$ cat config.mk
export PLATFORM = sky130hd
export DESIGN_NAME = clint_arbiter
export DESIGN_NICKNAME = d
export VERILOG_FILES = /design/src/rtl/clint_pkg.sv /design/src/rtl/rr_arbiter.sv /design/src/rtl/clint_arbiter.sv
export SDC_FILE = /design/constraint.sdc
export NUM_CORES = 1
export LEC_CHECK = 0
export BUFFER_PORTS_ARGS = -buffer_cell sky130_fd_sc_hd__clkbuf_2
export CAP_MARGIN = 30
export CORE_AREA = 2 2 167 169
export CTS_CLUSTER_DIAMETER = 200
export DETAILED_ROUTE_END_ITERATION = 10
export DIE_AREA = 0 0 169 171
export PLACE_DENSITY = 0.56
export SYNTH_ARGS = -nofsm -noshare
export SYNTH_HDL_FRONTEND = slang
export SYNTH_SLANG_ARGS = --single-unit
$ cat constraint.sdc
create_clock -name clk_i -period 5.6 [get_ports clk_i]
set_input_delay 0.28 -clock clk_i [delete_from_list [all_inputs] [get_ports clk_i]]
set_output_delay 0.28 -clock clk_i [all_outputs]
set_load 0.005 [all_outputs]
$ cat src/rtl/clint_pkg.sv
// Shared CLINT definitions: arbiter FSM states, register map offsets and tuning constants.
package clint_pkg;

  typedef enum logic [1:0] {
    IDLE,
    ACCESS,
    RESP
  } state_e;

  localparam logic [31:0] CLINT_BASE      = 32'h0200_0000;
  localparam logic [31:0] MSIP_OFFSET     = 32'h0000_0000;
  localparam logic [31:0] MTIMECMP_OFFSET = 32'h0000_4000;
  localparam logic [31:0] MTIME_OFFSET    = 32'h0000_BFF8;

  localparam int DEFAULT_TIMEOUT_CYCLES = 16;
  localparam int LOCK_MAX_BURST         = 4;

  // (base + off) mod n, assuming base < n and off < n.
  function automatic int wrap_idx(input int base, input int off, input int n);
    int s;
    s = base + off;
    return (s >= n) ? s - n : s;
  endfunction

endpackage

$ cat src/rtl/rr_arbiter.sv
// Round-robin arbiter: picks the first request at or after the pointer; the pointer
// moves past the winner only when the caller strobes advance_i.
module rr_arbiter
  import clint_pkg::*;
#(
  parameter int  NUM_REQ = 4,
  localparam int IDX_W   = $clog2(NUM_REQ)
) (
  input  logic               clk_i,
  input  logic               rst_i,
  input  logic [NUM_REQ-1:0] req_i,
  input  logic               advance_i,
  output logic [NUM_REQ-1:0] gnt_o,
  output logic [IDX_W-1:0]   idx_o,
  output logic               valid_o
);

  logic [IDX_W-1:0] ptr_q;
  logic [IDX_W-1:0] cand;

  // NOTE: every output gets a default before the loop so no path leaves one unassigned (no latch).
  always_comb begin
    idx_o   = ptr_q;
    valid_o = 1'b0;
    gnt_o   = '0;
    cand    = '0;
    // Walk from farthest to nearest so the nearest requester at/after ptr wins last.
    for (int i = NUM_REQ - 1; i >= 0; i--) begin
      cand = IDX_W'(wrap_idx(int'(ptr_q), i, NUM_REQ));
      if (req_i[cand]) begin
        idx_o   = cand;
        valid_o = 1'b1;
      end
    end
    if (valid_o) gnt_o[idx_o] = 1'b1;
  end

  // NOTE: sequential state uses non-blocking assignments so all registers update together at the edge.
  always_ff @(posedge clk_i) begin
    if (rst_i) begin
      ptr_q <= '0;
    end else if (advance_i && valid_o) begin
      ptr_q <= (idx_o == IDX_W'(NUM_REQ - 1)) ? '0 : idx_o + 1'b1;
    end
  end

endmodule

$ cat src/rtl/clint_arbiter.sv
// Shares the CLINT slave port among NUM_REQ requesters with round-robin grant and a
// no-response watchdog. Optional CLINT_ARB_LOCK_EN adds lock_i for short atomic bursts.
module clint_arbiter
  import clint_pkg::*;
#(
  parameter int  NUM_REQ        = 4,
  parameter int  TIMEOUT_CYCLES = DEFAULT_TIMEOUT_CYCLES,
  localparam int IDX_W          = $clog2(NUM_REQ)
) (
  input  logic                  clk_i,
  input  logic                  rst_i,
  input  logic [NUM_REQ-1:0]    req_i,
  input  logic [NUM_REQ-1:0]    we_i,
  input  logic [NUM_REQ*32-1:0] addr_i,
  input  logic [NUM_REQ*32-1:0] wdata_i,
  input  logic [NUM_REQ*4-1:0]  be_i,
`ifdef CLINT_ARB_LOCK_EN
  input  logic [NUM_REQ-1:0]    lock_i,
`endif
  output logic [NUM_REQ-1:0]    ready_o,
  output logic [NUM_REQ-1:0]    err_o,
  output logic [31:0]           rdata_o,
  output logic                  mem_req_o,
  output logic                  mem_we_o,
  output logic [31:0]           mem_addr_o,
  output logic [31:0]           mem_wdata_o,
  output logic [3:0]            mem_be_o,
  input  logic [31:0]           mem_rdata_i,
  input  logic                  mem_ready_i
);

  localparam int CNT_W = $clog2(TIMEOUT_CYCLES);

  state_e             state_q;
  logic [CNT_W-1:0]   cnt_q;
  logic [NUM_REQ-1:0] gnt_oh_q;

  logic [NUM_REQ-1:0] arb_gnt;
  logic [IDX_W-1:0]   arb_idx;
  logic               arb_valid;
  logic               lock_hit;
  logic [IDX_W-1:0]   sel_idx;
  logic [NUM_REQ-1:0] sel_oh;
  logic               grant_any;

  rr_arbiter #(.NUM_REQ(NUM_REQ)) u_rr (
    .clk_i     (clk_i),
    .rst_i     (rst_i),
    .req_i     (req_i),
    .advance_i ((state_q == IDLE) && !lock_hit),
    .gnt_o     (arb_gnt),
    .idx_o     (arb_idx),
    .valid_o   (arb_valid)
  );

`ifdef CLINT_ARB_LOCK_EN
  localparam int BURST_W = $clog2(LOCK_MAX_BURST + 1);

  logic [IDX_W-1:0]   gnt_idx_q;
  logic               lock_q;
  logic [BURST_W-1:0] burst_q;

  // Re-grant the previous owner only in the IDLE cycle right after its locked response.
  assign lock_hit = (state_q == IDLE) && lock_q && |(req_i & gnt_oh_q) &&
                    (burst_q < BURST_W'(LOCK_MAX_BURST));
  assign sel_idx  = lock_hit ? gnt_idx_q : arb_idx;
  assign sel_oh   = lock_hit ? gnt_oh_q  : arb_gnt;

  always_ff @(posedge clk_i) begin
    if (rst_i) begin
      gnt_idx_q <= '0;
      lock_q    <= 1'b0;
      burst_q   <= '0;
    end else begin
      case (state_q)
        IDLE: begin
          lock_q <= 1'b0;
          if (grant_any) begin
            gnt_idx_q <= sel_idx;
            burst_q   <= lock_hit ? burst_q + 1'b1 : BURST_W'(1);
          end
        end
        RESP:    lock_q <= |(lock_i & gnt_oh_q);
        default: ;
      endcase
    end
  end
`else
  assign lock_hit = 1'b0;
  assign sel_idx  = arb_idx;
  assign sel_oh   = arb_gnt;
`endif

  assign grant_any = arb_valid || lock_hit;

  always_ff @(posedge clk_i) begin
    if (rst_i) begin
      // NOTE: the latched transaction fields are reset too, so mem_*_o read 0 out of reset.
      state_q     <= IDLE;
      cnt_q       <= '0;
      gnt_oh_q    <= '0;
      ready_o     <= '0;
      err_o       <= '0;
      rdata_o     <= '0;
      mem_req_o   <= 1'b0;
      mem_we_o    <= 1'b0;
      mem_addr_o  <= '0;
      mem_wdata_o <= '0;
      mem_be_o    <= '0;
    end else begin
      case (state_q)
        IDLE: begin
          if (grant_any) begin
            gnt_oh_q    <= sel_oh;
            mem_we_o    <= we_i[sel_idx];
            mem_addr_o  <= addr_i[32*sel_idx +: 32];
            mem_wdata_o <= wdata_i[32*sel_idx +: 32];
            mem_be_o    <= be_i[4*sel_idx +: 4];
            mem_req_o   <= 1'b1;
            cnt_q       <= '0;
            state_q     <= ACCESS;
          end
        end
        ACCESS: begin
          if (mem_ready_i) begin
            mem_req_o <= 1'b0;
            ready_o   <= gnt_oh_q;
            err_o     <= '0;
            rdata_o   <= mem_we_o ? '0 : mem_rdata_i;
            state_q   <= RESP;
          end else if (cnt_q == CNT_W'(TIMEOUT_CYCLES - 1)) begin
            mem_req_o <= 1'b0;
            ready_o   <= gnt_oh_q;
            err_o     <= gnt_oh_q;
            rdata_o   <= '0;
            state_q   <= RESP;
          end else begin
            cnt_q <= cnt_q + 1'b1;
          end
        end
        RESP: begin
          ready_o <= '0;
          err_o   <= '0;
          rdata_o <= '0;
          cnt_q   <= '0;
          state_q <= IDLE;
        end
        default: state_q <= IDLE;
      endcase
    end
  end

endmodule

==> impl_metrics.tcl <==
set metrics [dict create \
    run_status "completed" \
    setup_viol_count_final 0 \
    grt_overflow 0 \
    fin_util_pct 32.1 \
    grt_setup_unrepaired "false" \
    fill_cells 2887 \
    hold_depth 2 \
    p_leak_nw 4.18 \
    synth_most_common_cell "dfxtp_1" \
    antenna_found_initial 0 \
    slowest_stage "buf_4" \
    cpPeakStageDelay_ps 620 \
    first_iter_violations 345 \
    critical_path.cell_chain "nor2b_1 > or4_1 > nand2_4 > buf_4 > mux2_2 > a221o_1" \
    cts-root-buf "clkbuf_16" \
    cp-start-kind "flop" \
    core_sq_um 27300 \
    drt-pass1-iter-count 5 \
    cp_top_family "simple AND/OR/NAND/NOR gates" \
    multi_input_area_sq_um 3110 \
    die_w_um 169 \
    syn_inst 551 \
    power.density_nw_per_um2 325 \
    synth-seq-cells 122 \
    initial_core_util_pct 21.2 \
    slew_viol_final 0 \
    route.antenna.remaining_nets 0 \
    cp.buffers_inverters 1 \
    worstMarginPinSlew_ps 853 \
    peakVddDrop_v 0.000159 \
    io_buffers 424 \
    grt_pass1_vias 5765 \
    avgSynthCellArea_sq_um 10.5 \
    hold_class "in2reg" \
    required_ps 5890 \
    num_rows 61 \
    dp_hpwl_um 17400 \
    cts_tree "done" \
    r2r_cells 6 \
    clockBufferDepth 2 \
    via_per_inst 4.73 \
    cts_resized 0 \
    synth_nets 871 \
    yosysSeqAreaShare_pct 42.2 \
    clock_latency_ps 420 \
    grt_util_all_layers_pct 14.9 \
    clk_pin_slew_ps 60 \
    hold_violations 0 \
    antenna_cells 0 \
    syn_area_sq_um 5780 \
    area_growth_pct 51.5 \
    netlist.area_leader.share_pct 42.2 \
    hold_buffers 0 \
    fmax_mhz 337 \
    chipHeight_um 171 \
    synth.distinct_cells 42 \
    grt_max_degree 63 \
    nets 1267 \
    min_period_over_period_pct 52.9 \
    layout-drive-gt1-share_pct 56.4 \
    cp.depth 6 \
    ys_top_cells_by_area "dfxtp_1 (42%), mux2_2 (13%), a221o_1 (12%)" \
    cts_sinks 122 \
    fin_worst_skew_ps 18.7 \
    yosysTopAreaCell "dfxtp_1" \
    cts_buffers 17 \
    ios 425 \
    worstSetupPathType "reg2reg" \
    htreeDepth 4 \
    gp_congestion 0.797 \
    seq_area_sq_um 2440 \
    cp-end-kind "flop" \
    num_vias 6170 \
    tns_ps 0 \
    wirelength_um 23000 \
    synth-async-reset-ratio_pct 0 \
    post_drt_wl_per_cell_um 17.6 \
    grt_pass1_wl_um 33300 \
    relSlewSlack_pct 43.1 \
    dieArea_sq_um 28900 \
    synth_ff_type "dfxtp_1" \
    crit_arrival_ps 3250 \
    cts_setup_buffers 0 \
    synth_edf_count 0 \
    max_cap_viol_count 0 \
    route.detailed.drc 0 \
    critPathMaxFanout 47 \
    synth_common_cells "dfxtp_1 (122), a221o_1 (69), a22o_1 (69), mux2_2 (69), nor2_1 (47)" \
    min_period_ps 2960 \
    ys.warnings.count 0 \
]
## final cells by class
cell class | instances | area share, %
repair buffers | 432 | 25.1
clock buffers | 21 | 5.37
clock inverters | 10 | 1.09
flip-flops and latches | 122 | 27.9
multi-input cells | 371 | 35.5
inverters | 3 | 0.128
well taps | 346 | 4.94
## cell usage in the layout, fill, tap and decap left out, drive strengths merged, types with 3 or more instances in the layout
cell and n:
clkbuf 445, dfxtp 122, mux2 69, a22o 69
a221o 69, nor2 47, a22oi 33, nand2 18
a21oi 14, buf 8, nor3b 7, ha 5
clkinvlp 5, nand3 4, clkinv 4, nor2b 3
o21ai 3, nand2b 3, inv 3, nor3 3
## per-stage QoR
stage | instance area, sq um | total power [mW] | std cells | hold slack [ps] | setup slack, ps
after floorplan | 5780 | 1.47 | 551 | 419 | 3510
after global placement | 8170 | 1.80 | 1273 | 455 | 2590
after detailed placement | 8200 | 1.80 | 1274 | 465 | 2560
after CTS | 8760 | 2.89 | 1305 | 61.4 | 2610
after global routing | 8760 | 3.00 | 1305 | 62.3 | 2460
final | 8760 | 2.85 | 1305 | 83.5 | 2640
## sequential cells by signal (all words and copies together) (netlist names)
signal,count
u_rr.ptr_q,2
gnt_oh_q,4
mem_addr_o,32
err_o,4
mem_we_o,1
rdata_o,32
state_q,2
mem_req_o,1
mem_be_o,4
mem_wdata_o,32
ready_o,4
cnt_q,4
## power by group
| part | total [mW] | switching, mW | internal (mW) |
|---|---|---|---|
| Clock | 1.07 | 0.422 | 0.643 |
| Sequential | 1.07 | 0.0834 | 0.989 |
| Combinational | 0.713 | 0.329 | 0.384 |
| Total | 2.85 | 0.835 | 2.02 |
## metal layers
layer | wire, um | part of all wire, % | global-route usage [%] | vias up
met5 | 0 | 0 | 0 | -
met4 | 496 | 2.2 | 5.28 | 0
li1 | - | - | - | 2956
met2 | 11200 | 49 | 24.1 | 271
met3 | 1430 | 6.2 | 3.42 | 29
met1 | 9860 | 43 | 19.4 | 2914
## path summary, 6_finish.rpt
check	endpoint	from	slack [ps]
max reg2reg	mem_wdata_o[29]	u_rr.ptr_q[0]	2640
max	mem_wdata_o[29]	u_rr.ptr_q[0]	2640
min reg2reg	gnt_oh_q[1]	gnt_oh_q[1]	470
min	mem_addr_o[6]	addr_i[102]	80
## logic make-up after synthesis
family | after synthesis | share of synthesized area (%)
compound gates | 198 | 29.9
flops | 122 | 42.2
mux | 70 | 13.6
fa+ha+maj | 5 | 1.08
xor+xnor | 3 | 0.454
buf+inv | 58 | 4.65
simple gates | 95 | 8.11
Power figures use the tool's default switching activity.
